===== config.mk =====
export PLATFORM = sky130hd
export DESIGN_NAME = i2c_shift_reg
export DESIGN_NICKNAME = d
export VERILOG_FILES = /design/src/rtl/i2c_pkg.sv /design/src/rtl/i2c_bit_counter.sv /design/src/rtl/i2c_shift_reg.sv
export SDC_FILE = /design/constraint.sdc
export NUM_CORES = 1
export LEC_CHECK = 0
export ABC_AREA = 1
export CAP_MARGIN = 5
export CORE_UTILIZATION = 25
export DETAILED_ROUTE_END_ITERATION = 6
export GPL_TIMING_DRIVEN = 0
export PLACE_DENSITY = 0.51
export SYNTH_ARGS = -nofsm -noshare
export SYNTH_HDL_FRONTEND = slang
export SYNTH_SLANG_ARGS = --single-unit

===== constraint.sdc =====
create_clock -name clk -period 2.6 [get_ports clk]
set_input_delay 0.65 -clock clk [delete_from_list [all_inputs] [get_ports clk]]
set_output_delay 0.65 -clock clk [all_outputs]
set_load 0.03 [all_outputs]

===== src/rtl/i2c_pkg.sv =====
// Shared types and defaults for the I2C slave datapath.
//   bit_order_e : serial bit order of the shift engine
//   I2C_WORD_W  : default word length (one I2C byte)
package i2c_pkg;

    localparam int unsigned I2C_WORD_W = 8;

    typedef enum logic {
        LSB_FIRST_E = 1'b0,
        MSB_FIRST_E = 1'b1
    } bit_order_e;

endpackage : i2c_pkg


===== src/rtl/i2c_bit_counter.sv =====
// Bit counter bounded to WIDTH with wrap-to-1 and a terminal-count strobe.
// Ports:
//   clk, rst_n : clock, asynchronous active-low reset
//   clr        : synchronous return to 0 (wins over step)
//   step       : count one bit
//   cnt        : bits counted in the current word, 0..WIDTH
//   done_c     : combinational, high in the cycle whose step takes cnt to WIDTH
module i2c_bit_counter
    import i2c_pkg::*;
#(
    parameter int unsigned WIDTH = I2C_WORD_W,
    parameter int unsigned CNT_W = $clog2(WIDTH + 1)
) (
    input  logic             clk,
    input  logic             rst_n,
    input  logic             clr,
    input  logic             step,
    output logic [CNT_W-1:0] cnt,
    output logic             done_c
);

    logic [CNT_W-1:0] cnt_nxt;

    // Next count: a step on a full word starts the next word at 1.
    always_comb begin
        cnt_nxt = cnt;
        if (clr) begin
            cnt_nxt = '0;
        end else if (step) begin
            if (cnt == CNT_W'(WIDTH)) begin
                cnt_nxt = CNT_W'(1);
            end else begin
                cnt_nxt = cnt + CNT_W'(1);
            end
        end
    end

    assign done_c = step && !clr && (cnt == CNT_W'(WIDTH - 1));

    // Count register.
    always_ff @(posedge clk or negedge rst_n) begin
        if (!rst_n) begin
            cnt <= '0;
        end else begin
            cnt <= cnt_nxt;
        end
    end

endmodule : i2c_bit_counter


===== src/rtl/i2c_shift_reg.sv =====
// Serial/parallel shift engine for the I2C slave datapath (RX and TX).
// Ports:
//   clk, rst_n        : clock, asynchronous active-low reset
//   clear             : synchronous flush of all state
//   shift_en          : shift one bit (serial_in) this cycle
//   load, load_data   : parallel load for transmit, counter to 0
//   serial_out        : bit currently presented on the line side
//   shift_q, bit_cnt  : live shift register and bit count
//   word_done         : one-cycle pulse after the completing shift
//   rx_data, rx_valid : completed word holding register and its valid flag
//   rx_ack            : consumer acknowledge of rx_data
//   overrun           : sticky, a word completed while rx_valid was pending
// Priority each cycle: clear > load > shift_en.
module i2c_shift_reg
    import i2c_pkg::*;
#(
    parameter int unsigned WIDTH     = I2C_WORD_W,
    parameter bit          MSB_FIRST = 1'b1,
    parameter int unsigned CNT_W     = $clog2(WIDTH + 1)
) (
    input  logic             clk,
    input  logic             rst_n,
    input  logic             clear,
    input  logic             shift_en,
    input  logic             serial_in,
    input  logic             load,
    input  logic [WIDTH-1:0] load_data,
    output logic             serial_out,
    output logic [WIDTH-1:0] shift_q,
    output logic [CNT_W-1:0] bit_cnt,
    output logic             word_done,
    output logic [WIDTH-1:0] rx_data,
    output logic             rx_valid,
    input  logic             rx_ack,
    output logic             overrun
);

    localparam bit_order_e ORDER = MSB_FIRST ? MSB_FIRST_E : LSB_FIRST_E;

    logic [WIDTH-1:0] shift_nxt_c;
    logic             cnt_clr_c;
    logic             done_c;

    assign cnt_clr_c = clear || load;

    // Shift register value after one shift in the configured bit order.
    always_comb begin
        shift_nxt_c = shift_q;
        if (ORDER == MSB_FIRST_E) begin
            shift_nxt_c = {shift_q[WIDTH-2:0], serial_in};
        end else begin
            shift_nxt_c = {serial_in, shift_q[WIDTH-1:1]};
        end
    end

    assign serial_out = (ORDER == MSB_FIRST_E) ? shift_q[WIDTH-1] : shift_q[0];

    i2c_bit_counter #(
        .WIDTH (WIDTH),
        .CNT_W (CNT_W)
    ) u_bit_counter (
        .clk    (clk),
        .rst_n  (rst_n),
        .clr    (cnt_clr_c),
        .step   (shift_en),
        .cnt    (bit_cnt),
        .done_c (done_c)
    );

    // Datapath, holding register and handshake flags.
    // done_c is already gated by clear/load inside the counter.
    always_ff @(posedge clk or negedge rst_n) begin
        if (!rst_n) begin
            shift_q   <= '0;
            rx_data   <= '0;
            rx_valid  <= 1'b0;
            overrun   <= 1'b0;
            word_done <= 1'b0;
        end else if (clear) begin
            shift_q   <= '0;
            rx_data   <= '0;
            rx_valid  <= 1'b0;
            overrun   <= 1'b0;
            word_done <= 1'b0;
        end else begin
            word_done <= 1'b0;
            if (load) begin
                shift_q <= load_data;
            end else if (shift_en) begin
                shift_q <= shift_nxt_c;
            end

            if (done_c) begin
                // Newest word always wins; an ack this cycle consumes the old one.
                rx_data   <= shift_nxt_c;
                rx_valid  <= 1'b1;
                word_done <= 1'b1;
                if (rx_valid && !rx_ack) begin
                    overrun <= 1'b1;
                end
            end else if (rx_ack) begin
                rx_valid <= 1'b0;
            end
        end
    end

endmodule : i2c_shift_reg


## After elaboration in Yosys (flattened, before gate mapping)

Cells that the tools add are included.

- Logic and storage cells: 37
- Output and inout port bits: 24
- Register bits: 23
- Bits of input ports: 15

- $add $sub $neg: 1
- Mux-type cells: 16
- Equality and inequality tests: 2
- Reductions and logical operators: 12

Operator list:

| operator | number |
|---|---|
| 8-bit two-way mux | 5 |
| 4-bit two-way mux | 3 |
| 1-bit two-way mux | 8 |
| 2-bit nonzero test | 3 |
| 3-bit nonzero test | 2 |
| 4-bit by 1-bit adder with 4-bit output (second input constant) | 1 |
| 4-bit by 3-bit equality test with 1-bit output (second input constant) | 1 |
| 4-bit equality test (second input constant) | 1 |
| 1-bit logical AND | 3 |
| 1-bit zero test | 2 |
| 2-bit AND reduction | 1 |
| 1-bit logical OR | 1 |

## Logic depth before layout (Yosys ltp)

Gate-level depths: netlist (run 1).

- Depth after elaboration: 6
- Depth in mapped cells: 7
- Mapped depth without buffers: 7

## Hierarchy

A second synthesis (run 1) with hierarchy kept.

- Cell total of the unflattened synthesis: 137
- Area total of the unflattened synthesis: 1153.6 um2

By module, submodules not included:

| module | area an instance (um2) | cells each | sequential area each (um2) | instances |
|---|---|---|---|---|
| i2c_shift_reg | 897.1 | 102 | 475.5 | 1 |
| i2c_bit_counter | 256.5 | 35 | 100.1 | 1 |

## Least setup slack after synthesis (run 1)

OpenSTA, ideal clock, no wires.

- Path kind: reg2out
- From: reg shift_q[7]
- To: out shift_q[7]
- Stages on the path, launching flop included: 2
- Path buffers: 1
- Required time: 1.950 ns
- Path slack: 1.229 ns
- Arrival time: 0.721 ns
- Cell sequence: dfrtp_1 > buf_4

RTL lines:

| element | RTL line | text |
|---|---|---|
| start, declared | i2c_shift_reg.sv:29 | `output logic [WIDTH-1:0] shift_q,` |
| start signal, assigned | i2c_shift_reg.sv:88 | `shift_q <= load_data;` |
| start signal, assigned | i2c_shift_reg.sv:90 | `shift_q <= shift_nxt_c;` |

No word-level cell between the ends.

## Worst setup path after layout (run 1)

- From: reg u_bit_counter.cnt[2]
- To: out bit_cnt[2]

RTL lines:

| element | RTL line | text |
|---|---|---|
| start, declared | i2c_bit_counter.sv:18 | `output logic [CNT_W-1:0] cnt,` |
| start signal, assigned | i2c_bit_counter.sv:45 | `cnt <= cnt_nxt;` |
| end, declared | i2c_shift_reg.sv:30 | `output logic [CNT_W-1:0] bit_cnt,` |

No word-level cell between the ends.

==> flow_summary.yaml, run 1 <==
route:
  wl_per_cell_um: 12.4
  drt_first_pass_iters: 4
  postRouteAntennaNets: 0
  via_per_inst: 4.35
  finalWirelength_um: 2680
  drcViolationCount: 0
  drtIter0Drc: 41
  vias: 944
outcome:
  status: "complete, no violations"
worst_setup_path:
  critPathBufInv: 1
  arrival_ns: 1.45
  worstPathRequired_ns: 1.95
  worstPathMaxFanout: 7
  max_stage_delay_ns: 0.71
  crit-reg2reg-launch: "u_bit_counter.cnt[0]"
  slowest_stage: "clkdlybuf4s50_1"
  cpLargestDelayFamily: "buffers and inverters"
  crit_chain: "clkdlybuf4s50_1"
  crit_start: "u_bit_counter.cnt[2]"
  cp-start-kind: "flop"
  crit_type: "flop to primary output"
  cp-end-kind: "primary output"
clock_network:
  cts.hold.buffers_added: 0
  clk_latency_ns: 0.26
  htreeDepth: 1
  root_buffer: "clkbuf_8"
  cts_resized: 0
  cts_buffer_depth: 2
  clkTransAtPathRegs_ns: 0.08
  cts_made_buffers: 3
  post_cts_buffers: 0
  cts_sinks: 23
  cts_tree: "yes"
yosys:
  syn-num-nets: 142
  synth.distinct_cells: 15
  yosys.area.top_type: "dfrtp_1"
  syn_area_per_cell_um2: 8.61
  post_synth_instance_area_um2: 1080
  synthCells: 125
  synth_area_leaders: "dfrtp_1 53%, nand2_1 13%, o21ai_0 8.8%, or2_2 5.2%, nand3_1 5.1%"
  seq_area_frac_synth_pct: 53.5
  yosysTopAreaCellShare_pct: 53.5
  postSynthRegisterBits: 23
  ys_warn_count: 0
finish:
  diodes: 0
  nets: 185
  areaGrowthSynthToFinish_pct: 45.3
  design_area_um2: 1560
  drive_gt1_share_pct: 13.2
timing:
  fin_setup_tns_ns: 0
  slew-limit-headroom_pct: 32.6
  tightest_slew_ns: 1.01
  fin_crit_sh_pct: 80.6
  maxSlewViolCount: 0
  period_minus_slack_ns: 2.10
  setup_violations: 0
  rsz0062_at_grt: "no"
  fin_skew_ns: 0.00204
  max_freq_ghz: 0.477
  finalHoldViolations: 0
global_routing:
  first_global_vias: 924
  grt_start_max_net_pins: 24
  groute.usage.overall_pct: 13.1
  grt_overflow_total: 0
  grt_pass1_wl_um: 4420
  antenna_found_initial: 0
placed_design:
  routabilityCongestion: 0.734
  hpwl_um: 1990
  place_area_um2: 1520
  numPortBuffers: 38
floorplanning:
  dieHeight_um: 67.6
  start_util_pct: 26.5
  rows: 23
  fp.dieW_um: 67.6
  dieArea_um2: 4570
  io_pins: 39
  core_area_um2: 4060
run:
  drv_cap: 0
min_path:
  holdCritStartpoint: "overrun"
  min_path_type: "flop to flop"
power_and_ir_drop:
  leakage_uw: 0.000749
  ir_worst_vdd_v: 0.000285
  p_per_area_nw_per_um2: 460
-- area by class of cell --
class                      count  area, µm²
fill                         416       2490
sequential                    23        576
multi-input combinational     91        452
timing repair buffer          38        380
tap                           50       62.6
clock buffer                   4       45.0
inverter                       9       33.8
buffer                         2       15.0
-- cells in the mapped netlist --
library cell,instances
ha_1,2
nor2_8,1
nand2_1,38
o21ai_1,1
inv_2,2
nand3_1,11
dfrtp_1,23
nor2_2,2
inv_1,7
nand2_2,3
buf_4,2
or2_2,9
nand4_1,1
nor2_1,4
o21ai_0,19
-- metrics by stage --
step	util, %	setup slack, ns	power [µW]	cells	hold WS [ns]
finish	38.5	0.504	719	217	0.481
global placement	37.4	0.373	508	213	0.463
floorplan	-	1.23	442	125	0.354
detailed placement	37.4	0.358	510	213	0.469
global route	38.5	0.448	764	217	0.515
CTS	38.5	0.485	737	217	0.492
-- metal layers --
layer / routed length, µm / up-vias / GRT usage (%)
met5: 0 / - / 0
met1: 1210 / 441 / 15.9
met2: 1380 / 17 / 23.4
li1: - / 484 / -
met4: 19 / 0 / 2.39
met3: 76 / 2 / 3.04
-- where the power goes --
part	switching, µW	internal [µW]
sequential	12.5	369
clock	109	109
combinational	64.8	55.2
-- placed cells by master (no fill, tap or decap) --
master | netlist | final
inv_1 | 7 | 7
clkbuf_8 | 0 | 3
nand2_1 | 38 | 38
nand4_1 | 1 | 1
ha_1 | 2 | 2
o21ai_1 | 1 | 1
o21ai_0 | 19 | 19
clkdlybuf4s50_1 | 0 | 38
or2_2 | 9 | 9
buf_4 | 2 | 2
nand2_2 | 3 | 3
nor2_8 | 1 | 1
nor2_1 | 4 | 4
inv_2 | 2 | 2
nor2_2 | 2 | 2
nand3_1 | 11 | 11
clkbuf_1 | 0 | 1
dfrtp_1 | 23 | 23
-- tightest hold or removal path, stage by stage, from the launching register on --
cell     delay, ns
dfrtp_1       0.35
nand2_1       0.05
nand2_1       0.05
-- state kept, by name, indices dropped and copies added, names as in the netlist --
register / count
rx_data: 8
shift_q: 8
u_bit_counter.cnt: 4
overrun: 1
rx_valid: 1
word_done: 1
-- cell families (layout without fill, tap and decap cells) --
group	count (synthesis)	after routing	synth area share (%)
and+or+nand+nor	69	69	30.3
DFF	23	23	53.5
adders and majority gates	2	2	2.33
buffers and inverters	11	53	4.54
AOI/OAI and AO/OA	20	20	9.30
-- path summary, 6_finish.rpt --
path	endpoint	cells after the start	slack (ns)
worst max-delay path	bit_cnt[2]	1	0.50
worst min-delay path	overrun	2	0.48
worst max register to register	rx_data[5]	7	1.33
worst min register to register	overrun	2	0.48
max in group asynchronous	rx_data[7]	1	1.05
min in group asynchronous	shift_q[0]	1	0.94
(Power assumes the default switching activity.)
==> inputs of run 2 (changes only) <==
==> constraint.sdc (replaced) <==
create_clock -name clk -period 2.16 [get_ports clk]
set_input_delay 0.54 -clock clk [delete_from_list [all_inputs] [get_ports clk]]
set_output_delay 0.54 -clock clk [all_outputs]
set_load 0.03 [all_outputs]
==> results of run 2 <==
Same layout as run 1 (identical final DEF). Status: complete, no violations.
Main changes from that run: setup slack after placement 0.358 ns -> 0.0281 ns; setup slack after layout 0.504 ns -> 0.174 ns; register-to-register setup slack 1.33 ns -> 0.89 ns; total power 719 µW -> 866 µW; worst IR drop on VDD 0.000285 V -> 0.000343 V
